**config.mk**
```make
export PLATFORM = sky130hd
export DESIGN_NAME = icache_refill_seq
export DESIGN_NICKNAME = d
export VERILOG_FILES = /design/src/rtl/icache_refill_seq.sv
export SDC_FILE = /design/constraint.sdc
export NUM_CORES = 1
export LEC_CHECK = 0
export CORE_ASPECT_RATIO = 1.4
export CORE_MARGIN = 1
export CORE_UTILIZATION = 30
export DETAILED_ROUTE_END_ITERATION = 10
export GPL_ROUTABILITY_DRIVEN = 0
export HOLD_SLACK_MARGIN = 0.15
export PLACE_DENSITY_LB_ADDON = 0.05
export SYNTH_ARGS = -nofsm -noshare
export SYNTH_HDL_FRONTEND = slang
export SYNTH_SLANG_ARGS = --single-unit
```
**constraint.sdc**
```tcl
create_clock -name clk_i -period 2.2 [get_ports clk_i]
set_input_delay 0.55 -clock clk_i [delete_from_list [all_inputs] [get_ports clk_i]]
set_output_delay 0.55 -clock clk_i [all_outputs]
set_load 0.01 [all_outputs]
```
**src/rtl/icache_refill_seq.sv**
```systemverilog
// Icache refill sequencer: on a miss, requests the block word by word from memory
// and streams responses into the icache write port in offset order 0..B-1.
module icache_refill_seq #(
    parameter  int icache_tag_width_p           = 12,
    parameter  int icache_entries_p             = 1024,
    parameter  int icache_block_size_in_words_p = 4,
    parameter  int max_out_p                    = 4,
    localparam int pc_width_lp  = icache_tag_width_p + $clog2(icache_entries_p),
    localparam int off_width_lp = $clog2(icache_block_size_in_words_p),
    localparam int cnt_width_lp = $clog2(max_out_p + 1)
) (
    input  logic                   clk_i,
    input  logic                   reset_i,
    input  logic                   miss_v_i,
    input  logic [pc_width_lp-1:0] miss_pc_i,
    output logic                   miss_yumi_o,
    output logic                   mem_req_v_o,
    output logic [pc_width_lp-1:0] mem_req_addr_o,
    input  logic                   mem_req_ready_i,
    input  logic                   mem_resp_v_i,
    input  logic [31:0]            mem_resp_data_i,
    output logic                   mem_resp_yumi_o,
    output logic                   icache_v_o,
    output logic                   icache_w_o,
    output logic [pc_width_lp-1:0] icache_w_pc_o,
    output logic [31:0]            icache_w_instr_o,
    output logic                   busy_o,
    output logic                   done_o
);

    // state | meaning
    // IDLE  | waiting for a miss; accepts it and latches the block base
    // FILL  | issuing block requests and writing responses into the icache
    // DONE  | one-cycle commit pulse, then back to IDLE

    typedef enum logic [1:0] {IDLE, FILL, DONE} state_e;

    localparam logic [off_width_lp:0]   blk_lp     = (off_width_lp+1)'(icache_block_size_in_words_p);
    localparam logic [off_width_lp:0]   last_lp    = (off_width_lp+1)'(icache_block_size_in_words_p - 1);
    localparam logic [off_width_lp:0]   off_one_lp = (off_width_lp+1)'(1);
    localparam logic [cnt_width_lp-1:0] max_out_lp = cnt_width_lp'(max_out_p);
    localparam logic [cnt_width_lp-1:0] cnt_one_lp = cnt_width_lp'(1);

    state_e                  state_q, state_d;
    logic [pc_width_lp-1:0]  base_q, base_d;
    logic [off_width_lp:0]   req_off_q, req_off_d;
    logic [off_width_lp:0]   wr_off_q, wr_off_d;
    logic [cnt_width_lp-1:0] out_cnt_q, out_cnt_d;
    logic                    req_hs, resp_hs;

    always_ff @(posedge clk_i or posedge reset_i) begin
        if (reset_i) begin
            state_q   <= IDLE;
            base_q    <= '0;
            req_off_q <= '0;
            wr_off_q  <= '0;
            out_cnt_q <= '0;
        end else begin
            state_q   <= state_d;
            base_q    <= base_d;
            req_off_q <= req_off_d;
            wr_off_q  <= wr_off_d;
            out_cnt_q <= out_cnt_d;
        end
    end

    always_comb begin
        state_d          = state_q;
        base_d           = base_q;
        req_off_d        = req_off_q;
        wr_off_d         = wr_off_q;
        out_cnt_d        = out_cnt_q;
        req_hs           = 1'b0;
        resp_hs          = 1'b0;
        miss_yumi_o      = 1'b0;
        mem_req_v_o      = 1'b0;
        mem_req_addr_o   = '0;
        mem_resp_yumi_o  = 1'b0;
        icache_v_o       = 1'b0;
        icache_w_o       = 1'b0;
        icache_w_pc_o    = '0;
        icache_w_instr_o = '0;
        done_o           = 1'b0;

        unique case (state_q)
            IDLE: begin
                // Gate with reset so nothing is acknowledged while reset is held.
                miss_yumi_o = miss_v_i & ~reset_i;
                if (miss_yumi_o) begin
                    base_d    = {miss_pc_i[pc_width_lp-1:off_width_lp], {off_width_lp{1'b0}}};
                    req_off_d = '0;
                    wr_off_d  = '0;
                    out_cnt_d = '0;
                    state_d   = FILL;
                end
            end
            FILL: begin
                mem_req_v_o = (req_off_q < blk_lp) && (out_cnt_q < max_out_lp);
                if (mem_req_v_o)
                    mem_req_addr_o = base_q | pc_width_lp'(req_off_q[off_width_lp-1:0]);
                req_hs = mem_req_v_o & mem_req_ready_i;
                // A response with nothing outstanding is an error; drop it.
                resp_hs         = mem_resp_v_i && (out_cnt_q != '0);
                mem_resp_yumi_o = resp_hs;
                if (req_hs)
                    req_off_d = req_off_q + off_one_lp;
                if (resp_hs) begin
                    icache_v_o       = 1'b1;
                    icache_w_o       = 1'b1;
                    icache_w_pc_o    = base_q | pc_width_lp'(wr_off_q[off_width_lp-1:0]);
                    icache_w_instr_o = mem_resp_data_i;
                    wr_off_d         = wr_off_q + off_one_lp;
                    if (wr_off_q == last_lp)
                        state_d = DONE;
                end
                if (req_hs && !resp_hs)
                    out_cnt_d = out_cnt_q + cnt_one_lp;
                else if (!req_hs && resp_hs)
                    out_cnt_d = out_cnt_q - cnt_one_lp;
            end
            DONE: begin
                done_o  = 1'b1;
                state_d = IDLE;
            end
            default: state_d = IDLE;
        endcase
    end

    assign busy_o = (state_q != IDLE);

    a_resp_expected: assert property (@(posedge clk_i) disable iff (reset_i)
        mem_resp_v_i |-> (state_q == FILL && out_cnt_q != '0));
    a_out_cnt_bound: assert property (@(posedge clk_i) disable iff (reset_i)
        out_cnt_q <= max_out_lp);

endmodule
```
==> results of run 1 <==
[through the flow]
step                total power, uW  instance area [sq um]  util, %
floorplan                      2200                   1900        -
global placement               3560                   3450     57.7
detailed placement             3600                   3450     57.7
CTS                            4210                   3490     58.3
global route                   4720                   3520     58.9
finish                         4350                   3520     58.9
[report_power, final]
group / total [uW] / switching [uW] / internal (uW) / leakage [uW]
Combinational: 2880 / 1290 / 1590 / 0.00161
Clock: 412 / 202 / 211 / 0.0000371
Sequential: 1060 / 221 / 835 / 0.000385
[registers in the layout (all words and copies together), names as in the netlist]
register	cells
out_cnt_q	3
wr_off_q	3
base_q	20
state_q	2
req_off_q	3
[worst paths after layout]
kind	slack [ns]	cells after the start	startpoint	endpoint
max	-0.07	6	out_cnt_q[0]	icache_w_pc_o[5]
max reg2reg	0.07	8	out_cnt_q[0]	out_cnt_q[2]
min	0.48	2	base_q[18]	base_q[18]
max in group asynchronous	1.38	3	reset_i	state_q[0]
min in group asynchronous	0.50	3	reset_i	out_cnt_q[0]
min reg2reg	0.48	2	base_q[18]	base_q[18]
[logic make-up after synthesis]
logic type                 after synthesis
muxes                                    2
xor gates and xnor gates                 1
AOI/OAI and AO/OA                       10
DFF                                     31
adders and majority gates                5
and+or+nand+nor                        157
buffers and inverters                   28
[layout by cell type, fill, tap and decap left out, types with 2 or more instances in the layout]
cell / count
and2_1: 18
and2_4: 5
and3_1: 51
and3_4: 4
buf_12: 3
buf_2: 62
buf_4: 15
buf_6: 25
clkbuf_16: 3
clkbuf_2: 5
clkbuf_8: 5
clkdlybuf4s50_1: 55
dfrtp_1: 29
dfrtp_2: 2
dlygate4sd2_1: 6
ha_1: 4
inv_1: 5
mux2i_1: 2
nand2_1: 64
nand3_1: 4
nor2_1: 2
o21ai_0: 4
o31ai_1: 2
[cells in the mapped netlist]
cell and number:
a22o_1 1, nor2_1 2, xnor2_1 1, clkbuf_1 16
a31oi_1 1, nand2_1 64, nand2b_1 1, o211ai_1 1
nand3_1 4, o31a_1 1, buf_4 4, fa_1 1
or3_1 1, or2_2 1, and3_1 55, nor3_1 1
dfrtp_1 31, nor3b_1 1, inv_2 1, or3b_1 1
buf_6 2, and2b_1 1, and2_1 23, nor2b_1 1
ha_1 4, or4b_4 1, o21ai_0 4, mux2i_1 2
o31ai_1 2, inv_1 5
[metal layers]
layer	vias up	share of wire, %
li1	1085	-
met2	105	53
met5	-	0
met3	6	7.9
met1	1012	38
met4	0	1.2
[final cells by class]
| class | count | area, sq um |
|---|---|---|
| Sequential cell | 31 | 778 |
| Multi-Input combinational cell | 175 | 1050 |
| Inverter | 6 | 25.0 |
| Fill cell | 605 | 2460 |
| Timing Repair Buffer | 176 | 1510 |
| Clock buffer | 6 | 72.6 |
| Tap cell | 70 | 87.6 |
[critical path: stages, from the launching register on]
cell and delay (ns):
dfrtp_1 0.40, o31a_4 0.39, buf_6 0.13, buf_6 0.12
buf_6 0.11, and3_4 0.17, buf_6 0.11
[timing repair]
action	in CTS	in global routing
pin swaps	4	2
gates resized for setup	340	25
endpoints found under the setup margin	84	46
buffers inserted	13	4
cloned	3	3
==> metrics.txt, run 1 <==
final global-route overflow total=0; syn_nets=298; layer with the highest usage=met2; DR pass1 iterations=4; met3 GRT Util=5.13%; minimum clock period after layout=2.27 ns; final setup violating endpoints=7; actual slew at the worst max-slew pin=0.418 ns; Total GRT Usage=20.8%; largest net degree at the start of global routing=32; crit share post-route=103%; post-synthesis compound-gate area fraction=3.49%; Die ar.=6660 sq um; Unique masters post-synth=30; share of cells above drive strength 1=35.3%; die height=96.1 um; vias in the first global route=2174; post-synthesis simple-gate area fraction=43.3%; failing checks=setup timing; CP startpoint kind=register; DRC Markers=0; n_diodes=0; WP data required=1.65 ns; initial antenna violation count=0; Area Growth Syn to Fin=85.5%; Slew headroom=72.1%; main combinational cell family by area after synthesis=simple AND/OR/NAND/NOR gates; clock slew at reported path FFs=0.07 ns; later-pin clock latency in the skew report=0.28 ns; Setup WS post-layout=-0.0653 ns; Synth Area in XOR/XNOR=0.461%; largest cells by area after synthesis=dfrtp_1, and3_1, nand2_1; Site Rows=33; Post-Synth Adder-Cell Area=3.69%; Worst Setup End Kind=primary output; post-DP HPWL=4550 um; Max Cap Viol=0; Final Non-Filler Cells=464; area fraction of the dominant cell type after synthesis=40.8%; Detailed Route Iter0 Violations=37; post-cts hold buffer count=0; placed cell count=440; routed via count=2208; clock tree buffer depth=2; Setup Skew=0.00903 ns; sinks on the clock net=31; CTS H-tree depth=2; Peak Freq=441 MHz; CTS tree=done; I/O pins=142; Worst VDD drop=0.733 mV; core footprint=5990 sq um; Max Slew Vio Count=0; Power Dens Cells=1240 nW/um^2; Avg Cell Area, Syn=8.12 sq um; endpoints failing hold=0; Worst Hold Class=reg2reg; Crit Path Category=reg2out; Initial Util=31.7%; Hold Slack=0.482 ns; first-pass GRT wire length=10800 um; Avg WL per Cell=14.9 um; Post-Syn Instances=234; dpl ws=-0.496 ns; Final #Nets=459; Seq cells post-synth=31; warnings from Yosys=0; Final ANT Viol Nets=0; GR Util met2=38.8%; post-synthesis sequential area ratio=40.8%; Die W=69.2 um; status=finished with violations; Worst Path Max Fanout=6; number of buffers created by CTS=5; drt total wl=6910 um; root buf cell=clkbuf_8; Yosys top cell by area=dfrtp_1; Synth Cell Area=1900 sq um; Lkg Pwr=0.00203 uW; IO Port Bufs=139; RSZ-0062 raised after global routing=true; WP data arrival=1.72 ns; post-DR vias/cell=4.76; setup TNS=-0.0932 ns; M1 GR Usage=23.3%; multiplexer share of the synthesized area=1.05%
No activity file was read; power rests on OpenSTA's default activity.
==> run 2: changes to the inputs <==
CTS_CLUSTER_SIZE = 28   (was unset)
==> results of run 2 <==
No change in the layout: final DEF, timing and power equal those of run 1.
